File: src/rtl/br_stats_pkg.sv
// Shared definitions for the branch-statistics block: read slot map,
// counter indices and read-FSM state encoding.
package br_stats_pkg;

    localparam logic [2:0] SLOT_BR_LO    = 3'd0;
    localparam logic [2:0] SLOT_BR_HI    = 3'd1;
    localparam logic [2:0] SLOT_HIT_LO   = 3'd2;
    localparam logic [2:0] SLOT_HIT_HI   = 3'd3;
    localparam logic [2:0] SLOT_MISPR_LO = 3'd4;
    localparam logic [2:0] SLOT_MISPR_HI = 3'd5;
    localparam logic [2:0] SLOT_CYC_LO   = 3'd6;
    localparam logic [2:0] SLOT_CYC_HI   = 3'd7;

    typedef enum logic [1:0] {
        CNT_BR    = 2'd0,
        CNT_HIT   = 2'd1,
        CNT_MISPR = 2'd2,
        CNT_CYC   = 2'd3
    } cnt_idx_e;

    typedef logic [0:0] rd_state_t;
    localparam rd_state_t RD_IDLE = 1'b0;
    localparam rd_state_t RD_RESP = 1'b1;

endpackage

File: src/rtl/sat_cnt.sv
// Saturating up-counter with synchronous clear; sat flags an increment
// that was dropped because the counter is already at its maximum.
module sat_cnt #(
    parameter int CNT_W = 32
) (
    input  logic             clk,
    input  logic             rst_n,
    input  logic             clr,
    input  logic             inc,
    output logic [CNT_W-1:0] q,
    output logic             sat
);

    logic [CNT_W-1:0] cnt_q;
    logic [CNT_W-1:0] cnt_d;
    logic             at_max_s;

    assign at_max_s = &cnt_q;
    assign sat      = inc & at_max_s;
    assign q        = cnt_q;

    // Next-count: clear dominates, then a non-saturated increment
    always_comb begin
        cnt_d = cnt_q;
        if (clr) begin
            cnt_d = '0;
        end else if (inc && !at_max_s) begin
            cnt_d = cnt_q + {{(CNT_W-1){1'b0}}, 1'b1};
        end else begin
            cnt_d = cnt_q;
        end
    end

    // Counter register
    always_ff @(posedge clk or negedge rst_n) begin
        if (!rst_n) begin
            cnt_q <= '0;
        end else begin
            cnt_q <= cnt_d;
        end
    end

endmodule

File: src/rtl/br_stats.sv
// Branch/BTB statistics counters with a 16-bit slot read port; a lo-slot
// read latches the matching hi half so 32-bit values can be read atomically.
module br_stats
    import br_stats_pkg::*;
#(
    parameter int CNT_W  = 32,
    parameter int ADDR_W = 3
) (
    input  logic              clk,
    input  logic              rst_n,
    input  logic              inc_br_cnt,
    input  logic              inc_hit_cnt,
    input  logic              inc_mispr_cnt,
    input  logic              en,
    input  logic              clr,
    input  logic              re,
    input  logic [ADDR_W-1:0] addr,
    output logic [15:0]       rdata,
    output logic              rvalid,
    output logic [3:0]        ovf
);

    logic [3:0]       inc_s;
    logic [3:0]       sat_s;
    logic [CNT_W-1:0] cnt_s [4];
    logic [31:0]      cnt32_s [4];
    logic [31:0]      addr_ext_s;
    logic [31:0]      sel_val_s;
    cnt_idx_e         sel_idx_s;
    logic             sel_hi_s;
    logic             sel_ok_s;

    rd_state_t   state_q, state_d;
    logic [15:0] rdata_q, rdata_d;
    logic [15:0] shadow_q, shadow_d;
    logic [3:0]  ovf_q, ovf_d;

    assign inc_s = {en, en & inc_mispr_cnt, en & inc_hit_cnt, en & inc_br_cnt};

    sat_cnt #(.CNT_W(CNT_W)) u_br (
        .clk(clk), .rst_n(rst_n), .clr(clr), .inc(inc_s[0]), .q(cnt_s[0]), .sat(sat_s[0])
    );
    sat_cnt #(.CNT_W(CNT_W)) u_hit (
        .clk(clk), .rst_n(rst_n), .clr(clr), .inc(inc_s[1]), .q(cnt_s[1]), .sat(sat_s[1])
    );
    sat_cnt #(.CNT_W(CNT_W)) u_mispr (
        .clk(clk), .rst_n(rst_n), .clr(clr), .inc(inc_s[2]), .q(cnt_s[2]), .sat(sat_s[2])
    );
    sat_cnt #(.CNT_W(CNT_W)) u_cyc (
        .clk(clk), .rst_n(rst_n), .clr(clr), .inc(inc_s[3]), .q(cnt_s[3]), .sat(sat_s[3])
    );

    // Narrow counters read back zero-extended in their hi slot
    always_comb begin
        for (int i = 0; i < 4; i++) begin
            cnt32_s[i] = 32'(cnt_s[i]);
        end
    end

    assign addr_ext_s = 32'(addr);

    // Slot decode; anything outside the map reads as zero
    always_comb begin
        sel_idx_s = CNT_BR;
        sel_hi_s  = 1'b0;
        sel_ok_s  = 1'b1;
        case (addr_ext_s)
            32'(SLOT_BR_LO):    begin sel_idx_s = CNT_BR;    sel_hi_s = 1'b0; end
            32'(SLOT_BR_HI):    begin sel_idx_s = CNT_BR;    sel_hi_s = 1'b1; end
            32'(SLOT_HIT_LO):   begin sel_idx_s = CNT_HIT;   sel_hi_s = 1'b0; end
            32'(SLOT_HIT_HI):   begin sel_idx_s = CNT_HIT;   sel_hi_s = 1'b1; end
            32'(SLOT_MISPR_LO): begin sel_idx_s = CNT_MISPR; sel_hi_s = 1'b0; end
            32'(SLOT_MISPR_HI): begin sel_idx_s = CNT_MISPR; sel_hi_s = 1'b1; end
            32'(SLOT_CYC_LO):   begin sel_idx_s = CNT_CYC;   sel_hi_s = 1'b0; end
            32'(SLOT_CYC_HI):   begin sel_idx_s = CNT_CYC;   sel_hi_s = 1'b1; end
            default:            sel_ok_s = 1'b0;
        endcase
    end

    assign sel_val_s = cnt32_s[sel_idx_s];

    // Read FSM, response data, shadow capture and sticky overflow
    always_comb begin
        state_d  = RD_IDLE;
        rdata_d  = 16'h0000;
        shadow_d = shadow_q;
        if (re) begin
            state_d = RD_RESP;
            if (!sel_ok_s) begin
                rdata_d = 16'h0000;
            end else if (sel_hi_s) begin
                rdata_d = shadow_q;
            end else begin
                rdata_d  = sel_val_s[15:0];
                shadow_d = sel_val_s[31:16];
            end
        end else begin
            state_d = RD_IDLE;
            rdata_d = 16'h0000;
        end
        // clear still lets this edge's read see the pre-clear value
        if (clr) begin
            shadow_d = 16'h0000;
            ovf_d    = 4'b0000;
        end else begin
            ovf_d    = ovf_q | sat_s;
        end
    end

    // Read-port and flag registers
    always_ff @(posedge clk or negedge rst_n) begin
        if (!rst_n) begin
            state_q  <= RD_IDLE;
            rdata_q  <= 16'h0000;
            shadow_q <= 16'h0000;
            ovf_q    <= 4'b0000;
        end else begin
            state_q  <= state_d;
            rdata_q  <= rdata_d;
            shadow_q <= shadow_d;
            ovf_q    <= ovf_d;
        end
    end

    assign rdata  = rdata_q;
    assign rvalid = (state_q == RD_RESP);
    assign ovf    = ovf_q;

endmodule

File: config.mk
export PLATFORM = sky130hd
export DESIGN_NAME = br_stats
export DESIGN_NICKNAME = d
export VERILOG_FILES = /design/src/rtl/br_stats_pkg.sv /design/src/rtl/sat_cnt.sv /design/src/rtl/br_stats.sv
export SDC_FILE = /design/constraint.sdc
export NUM_CORES = 1
export LEC_CHECK = 0
export CORE_MARGIN = 1
export CORE_UTILIZATION = 40
export CTS_BUF_LIST = sky130_fd_sc_hd__clkbuf_2 sky130_fd_sc_hd__clkbuf_4 sky130_fd_sc_hd__clkbuf_8
export DETAILED_ROUTE_END_ITERATION = 12
export SLEW_MARGIN = 10
export SYNTH_ARGS = -nofsm -noshare
export SYNTH_HDL_FRONTEND = slang
export SYNTH_SLANG_ARGS = --single-unit
export TNS_END_PERCENT = 1
File: constraint.sdc
create_clock -name clk -period 3.1 [get_ports clk]
set_clock_uncertainty 0.05 [all_clocks]
set_input_delay 0.31 -clock clk [delete_from_list [all_inputs] [get_ports clk]]
set_output_delay 0.31 -clock clk [all_outputs]
set_load 0.005 [all_outputs]
# Word level (Yosys, flattened, before mapping)
# Index checks and enable logic that the tools add are counted.
# word_totals
reg_bits	165
in_bits	11
# op_classes
n_addsub	4
magnitude_cmp	1
eq_ne	8
mux	23
bitwise	9
n_reduce_logical	25
# ops
cell	count
32-bit 2-to-1 mux	10
32-bit by 1-bit adder with 32-bit output (second input constant)	4
32-bit AND reduction	4
16-bit 2-to-1 mux	7
32-bit binary-select mux with 2-bit select	1
32-bit logical NOT	1
3-bit equality test (second input constant)	4
2-bit nonzero test	6
8-bit OR reduction	1
1-bit AND	7
3-bit by 2-bit equality test with 1-bit output (second input constant)	2
2-bit one-hot mux with 3 select lines	1
2-bit OR reduction	3
1-bit logical AND	4
1-bit logical NOT	4
4-bit 2-to-1 mux	1
4-bit OR	1
4-bit OR reduction	1
3-bit by 1-bit equality test with 1-bit output (second input constant)	1
3-bit greater-or-equal comparator (second input constant)	1
1-bit 2-to-1 mux	3
2-bit inverter with 3-bit output	1
3-bit AND reduction	1
2-bit != test (second input constant)	1

# Depth between registers and ports, before layout
# depth
depth_word	11
depth_mapped	9
depth_no_buf	6

# Modules after synthesis
# A second synthesis with hierarchy kept.
# hier_totals
cells_unflattened	1013
hier_area_um2	9507.9
# modules_own_cells
module	n_inst	cells_each	area_per_inst_um2	seq_area_each_um2
sat_cnt	4	203	1833.0	800.8
br_stats	1	201	2175.8	925.9

# Least setup slack after synthesis
# OpenSTA, ideal clock, no wires.
# synth_path
path_kind	reg2reg
start	register u_hit.cnt_q[13] (netlist: u_hit.q[13])
end	register u_hit.cnt_q[30] (netlist: u_hit.q[30])
arrival_time_ps	1966
required_time_ps	2923
path_slack_ps	956
path_stages_with_launch	6
path_buffers	0
period_less_slack_ps	2144
cell_sequence	dfrtp_1 > nand4_4 > or4_4 > nor4_4 > and4_1 > mux2_1
# synth_between
elab_chain_cells	4
# synth_lines
item	line	text
from (decl)	sat_cnt.sv:14	logic [CNT_W-1:0] cnt_q;
from (signal assigned)	sat_cnt.sv:39	cnt_q <= cnt_d;
parallel branches: the longest is 4 deep, another holds 32-bit by 1-bit adder with 32-bit output	-	
# Several ways; the timed one is not identified. The select of a mux whose other input is x is not followed.
# A chain may end at the register's enable or synchronous reset.

# Worst setup path in the final report
# Ends and elaborated chain as after synthesis.

==> out/results.md <==
• **outcome** complete, no violations
• **share of flip-flops with an asynchronous set or reset** 100%
• **setup repair after global routing missed its margin** no
• **number of synthesized flops with an enable pin** 0
• **Post-Layout Inst Area** 10600 sq um
• **headroom to the max-slew limit** 30.8%
• **total power divided by cell area** 371 nW/um^2
• **portion of synthesized cell area occupied by the leading cell type** 43.2%
• **Vias/cell** 6.09
• **worst-path fanout max** 11
• **DR pass1 iterations** 5
• **synthesis-stage register bit count** 165
• **DP Area** 10200 sq um
• **final-report hold violation count** 0
• **required time of the critical path** 3.41 ns
• **Warnings, synthesis** 0
• **antenna violation net count after detailed routing** 0
• **maximum clock path buffer count** 2
• **average footprint of a synthesized cell** 9.76 sq um
• **combined area of the multi-input logic cells** 5120 sq um
• **sequential cell area** 4130 sq um
• **leakage power summed over all cells** 3.94 nW
• **Least-Margin Pin Slew** 1.04 ns
• **cell accounting for the most synthesized area** sky130_fd_sc_hd__dfrtp_1
• **reg-to-reg slack, setup** 0.57 ns
• **R2R Path Start** u_hit.q[13]
• **routed length per placed instance** 20.7 microns
• **DRC viols** 0
• **Synthesized Nets** 995
• **latest clock arrival within the worst-skew pair** 0.47 ns
• **critical register-to-register path endpoint** u_hit.q[30]
• **Final Cycle Share** 81.6%
• **Core Box Area** 23500 sq um
• **clock tree sinks** 165
• **post-layout minimum cycle time** 2.53 ns
• **clk slew on worst S/H paths** 0.10 ns
• **total overflow reported by the global router** 0
• **number of nets in the layout** 1015
• **post_cts resized** 0
• **Area Overhead vs Synth** 11.3%
• **Inserted Diodes** 0
• **number of cells produced by synthesis** 980
• **setup slack at placement** 0.478 ns
• **Iter 0 DRT Violations** 746
• **maximum capacitance violations** 0
• **Vias** 8114
• **clock tree from TritonCTS** yes
• **total routing usage reported by global routing** 24.0%
• **kind of end point of the critical path** flip-flop
• **fraction of final layout cells with drive strength greater than 1** 13.1%
• **logic depth of the worst register-to-register path** 5
• **wire length reported by the detailed router** 27.6 mm
• **startpoint type of the worst setup path** flip-flop
• **setup violators final** 0
• **IO Count** 32
• **path class of the lowest-slack min-delay path** in2async
• **Highest Clock Rate** 395 MHz
• **initial antenna violation count** 1
• **number of different library cells in the post-synthesis netlist** 70
• **Die Outline Area** 24500 sq um
• **peak supply drop** 0.229 mV
• **port buffer count** 31
• **TNS Setup** 0 ns
• **Setup crit end** u_hit.q[30]
• **netlist area before placement** 9560 sq um
• **max-slew violation count** 0
• **cell chosen for the clock root** sky130_fd_sc_hd__clkbuf_8
• **number of buffers created by CTS** 17
• **Final Wtd Congestion** 0.911
• **maximum level of the CTS H-tree** 4
• **CP Launch Point** u_hit.q[13]
• **Setup WS post-layout** 0.570 ns
• **post-CTS setup buffer count** 0
• **flip-flop cell with the highest count after synthesis** sky130_fd_sc_hd__dfrtp_1
• **final cell utilization of the core** 45.3%
• **data arrival time of the critical path** 2.84 ns
• **number of global-route vias before repair** 7530
• **maximum number of pins on one net before global-route repair** 89
• **first-pass GRT wire length** 44.0 mm
• **path type of the worst setup path** reg2reg
• **initial standard-cell utilization of the core** 40.7%
• **vertical die dimension** 157 microns
• **number of standard-cell rows in the floorplan** 56
• **Final HPWL DP** 20.2 mm
• **top cells by area in the synthesized netlist** sky130_fd_sc_hd__dfrtp_1 (43%), sky130_fd_sc_hd__mux4_2 (7.3%), sky130_fd_sc_hd__a21oi_1 (4.8%), sky130_fd_sc_hd__nand2_1 (3.6%), sky130_fd_sc_hd__or3_1 (3.2%)
• **sequential area share after synthesis** 43.2%
• **number of filler cells placed in the layout** 2279
• **count of hold buffers inserted by post-cts repair** 1
• **Chip Width** 157 microns
[layer usage]
| layer | track usage [%] | part of all wire, % | vias to the layer above |
|---|---|---|---|
| met5 | 0 | 0 | - |
| met1 | 35.0 | 45 | 4045 |
| met4 | 6.91 | 1.7 | 0 |
| met3 | 4.54 | 7.1 | 35 |
| met2 | 36.2 | 46 | 257 |
| li1 | - | - | 3777 |
[final cells by class]
cell class / instances / area share [%]
Clock buffer: 19 / 2.46
Clock inverter: 13 / 1.16
Inverter: 18 / 0.635
Multi-Input combinational cell: 741 / 48.1
Sequential cell: 165 / 38.8
Tap cell: 319 / 3.75
Timing Repair Buffer: 57 / 5.07
[cell usage after synthesis, drive strengths merged (2+ instances only)]
| library cell | count |
|---|---|
| buf | 16 |
| xnor2 | 7 |
| and2 | 7 |
| dfrtp | 165 |
| o41ai | 2 |
| o2111ai | 2 |
| nand4 | 38 |
| a21boi | 16 |
| nor2 | 63 |
| mux2i | 4 |
| nand2 | 92 |
| nand3 | 48 |
| and4 | 18 |
| and3 | 12 |
| a2111oi | 4 |
| nor2b | 18 |
| xor2 | 8 |
| mux4 | 32 |
| clkbuf | 40 |
| mux2 | 14 |
| o211ai | 4 |
| or2 | 4 |
| a22o | 16 |
| ha | 4 |
| a211oi | 2 |
| o31ai | 34 |
| a31oi | 4 |
| nor3b | 2 |
| or3 | 49 |
| or4 | 38 |
| nand4b | 2 |
| inv | 17 |
| o21ai | 54 |
| nor4 | 18 |
| o311ai | 2 |
| nor3 | 18 |
| nand3b | 2 |
| a21oi | 91 |
[where the power goes]
group          internal, mW  switching (mW)  leakage [nW]
Sequential             2.16          0.0131          2.30
Combinational        0.0671           0.143          1.45
Clock                 0.688           0.882         0.189
[cells in the final DEF (no fill, tap or decap), types with 7 or more instances in the layout]
cell	synthesis	layout
sky130_fd_sc_hd__buf_4	2	23
sky130_fd_sc_hd__and3_1	12	12
sky130_fd_sc_hd__nor2_1	63	63
sky130_fd_sc_hd__o31ai_1	32	32
sky130_fd_sc_hd__or3_1	49	49
sky130_fd_sc_hd__xnor2_1	7	7
sky130_fd_sc_hd__a22o_1	16	16
sky130_fd_sc_hd__nand2_1	92	92
sky130_fd_sc_hd__o21ai_0	54	54
sky130_fd_sc_hd__nand3_1	46	46
sky130_fd_sc_hd__inv_1	17	17
sky130_fd_sc_hd__xor2_1	8	8
sky130_fd_sc_hd__or4_1	35	35
sky130_fd_sc_hd__nor4_1	13	13
sky130_fd_sc_hd__nand4_1	34	34
sky130_fd_sc_hd__clkbuf_8	0	19
sky130_fd_sc_hd__dfrtp_1	165	165
sky130_fd_sc_hd__a21oi_1	91	91
sky130_fd_sc_hd__clkdlybuf4s50_1	0	28
sky130_fd_sc_hd__and2_1	7	7
sky130_fd_sc_hd__mux2_2	12	12
sky130_fd_sc_hd__a21boi_0	16	16
sky130_fd_sc_hd__mux4_2	31	31
sky130_fd_sc_hd__and4_1	18	18
sky130_fd_sc_hd__nor3_1	14	14
sky130_fd_sc_hd__nor2b_1	18	18
[how the worst min path moves through the flow]
| stage | from | end | slack, ns | cells past startpoint |
|---|---|---|---|---|
| after CTS | rst_n | u_br.q[1] | 0.37 | 2 |
| after floorplan | rst_n | ovf[0] | -0.04 | 0 |
| after detailed placement | rst_n | u_br.q[1] | 0.32 | 1 |
| after global placement | rst_n | u_br.q[21] | 0.32 | 1 |
| after global routing | rst_n | u_br.q[5] | 0.41 | 2 |
| final | rst_n | u_br.q[1] | 0.36 | 2 |
[critical path: stages, from the launching register on]
cell and delay (ns):
sky130_fd_sc_hd__dfrtp_1 0.51, sky130_fd_sc_hd__nand4_4 0.17, sky130_fd_sc_hd__or4_4 0.64, sky130_fd_sc_hd__nor4_4 0.48, sky130_fd_sc_hd__and4_1 0.26, sky130_fd_sc_hd__mux2_1 0.31
[cell families after synthesis]
| family | Yosys count | synth area share, % |
|---|---|---|
| compound gates | 239 | 15.9 |
| xor+xnor | 15 | 1.37 |
| fa+ha+maj | 4 | 0.523 |
| buf+inv | 74 | 3.30 |
| flops | 165 | 43.2 |
| mux | 50 | 9.64 |
| simple gates | 433 | 26.1 |
[per-stage QoR]
stage	hold WS, ns	power [mW]	std cells
5_1_grt	0.411	4.10	1332
6_report	0.361	3.95	1332
2_1_floorplan	-0.0356	2.32	980
3_3_place_gp	0.315	2.42	1299
4_1_cts	0.366	3.99	1332
3_5_place_dp	0.317	2.43	1299
[state kept, by name, summed over array words and instances, names as in the netlist]
name,cells
u_hit.q,32
u_cyc.q,32
rvalid,1
u_br.q,32
shadow_q,16
rdata,16
ovf,4
u_mispr.q,32
(Power assumes the default switching activity.)
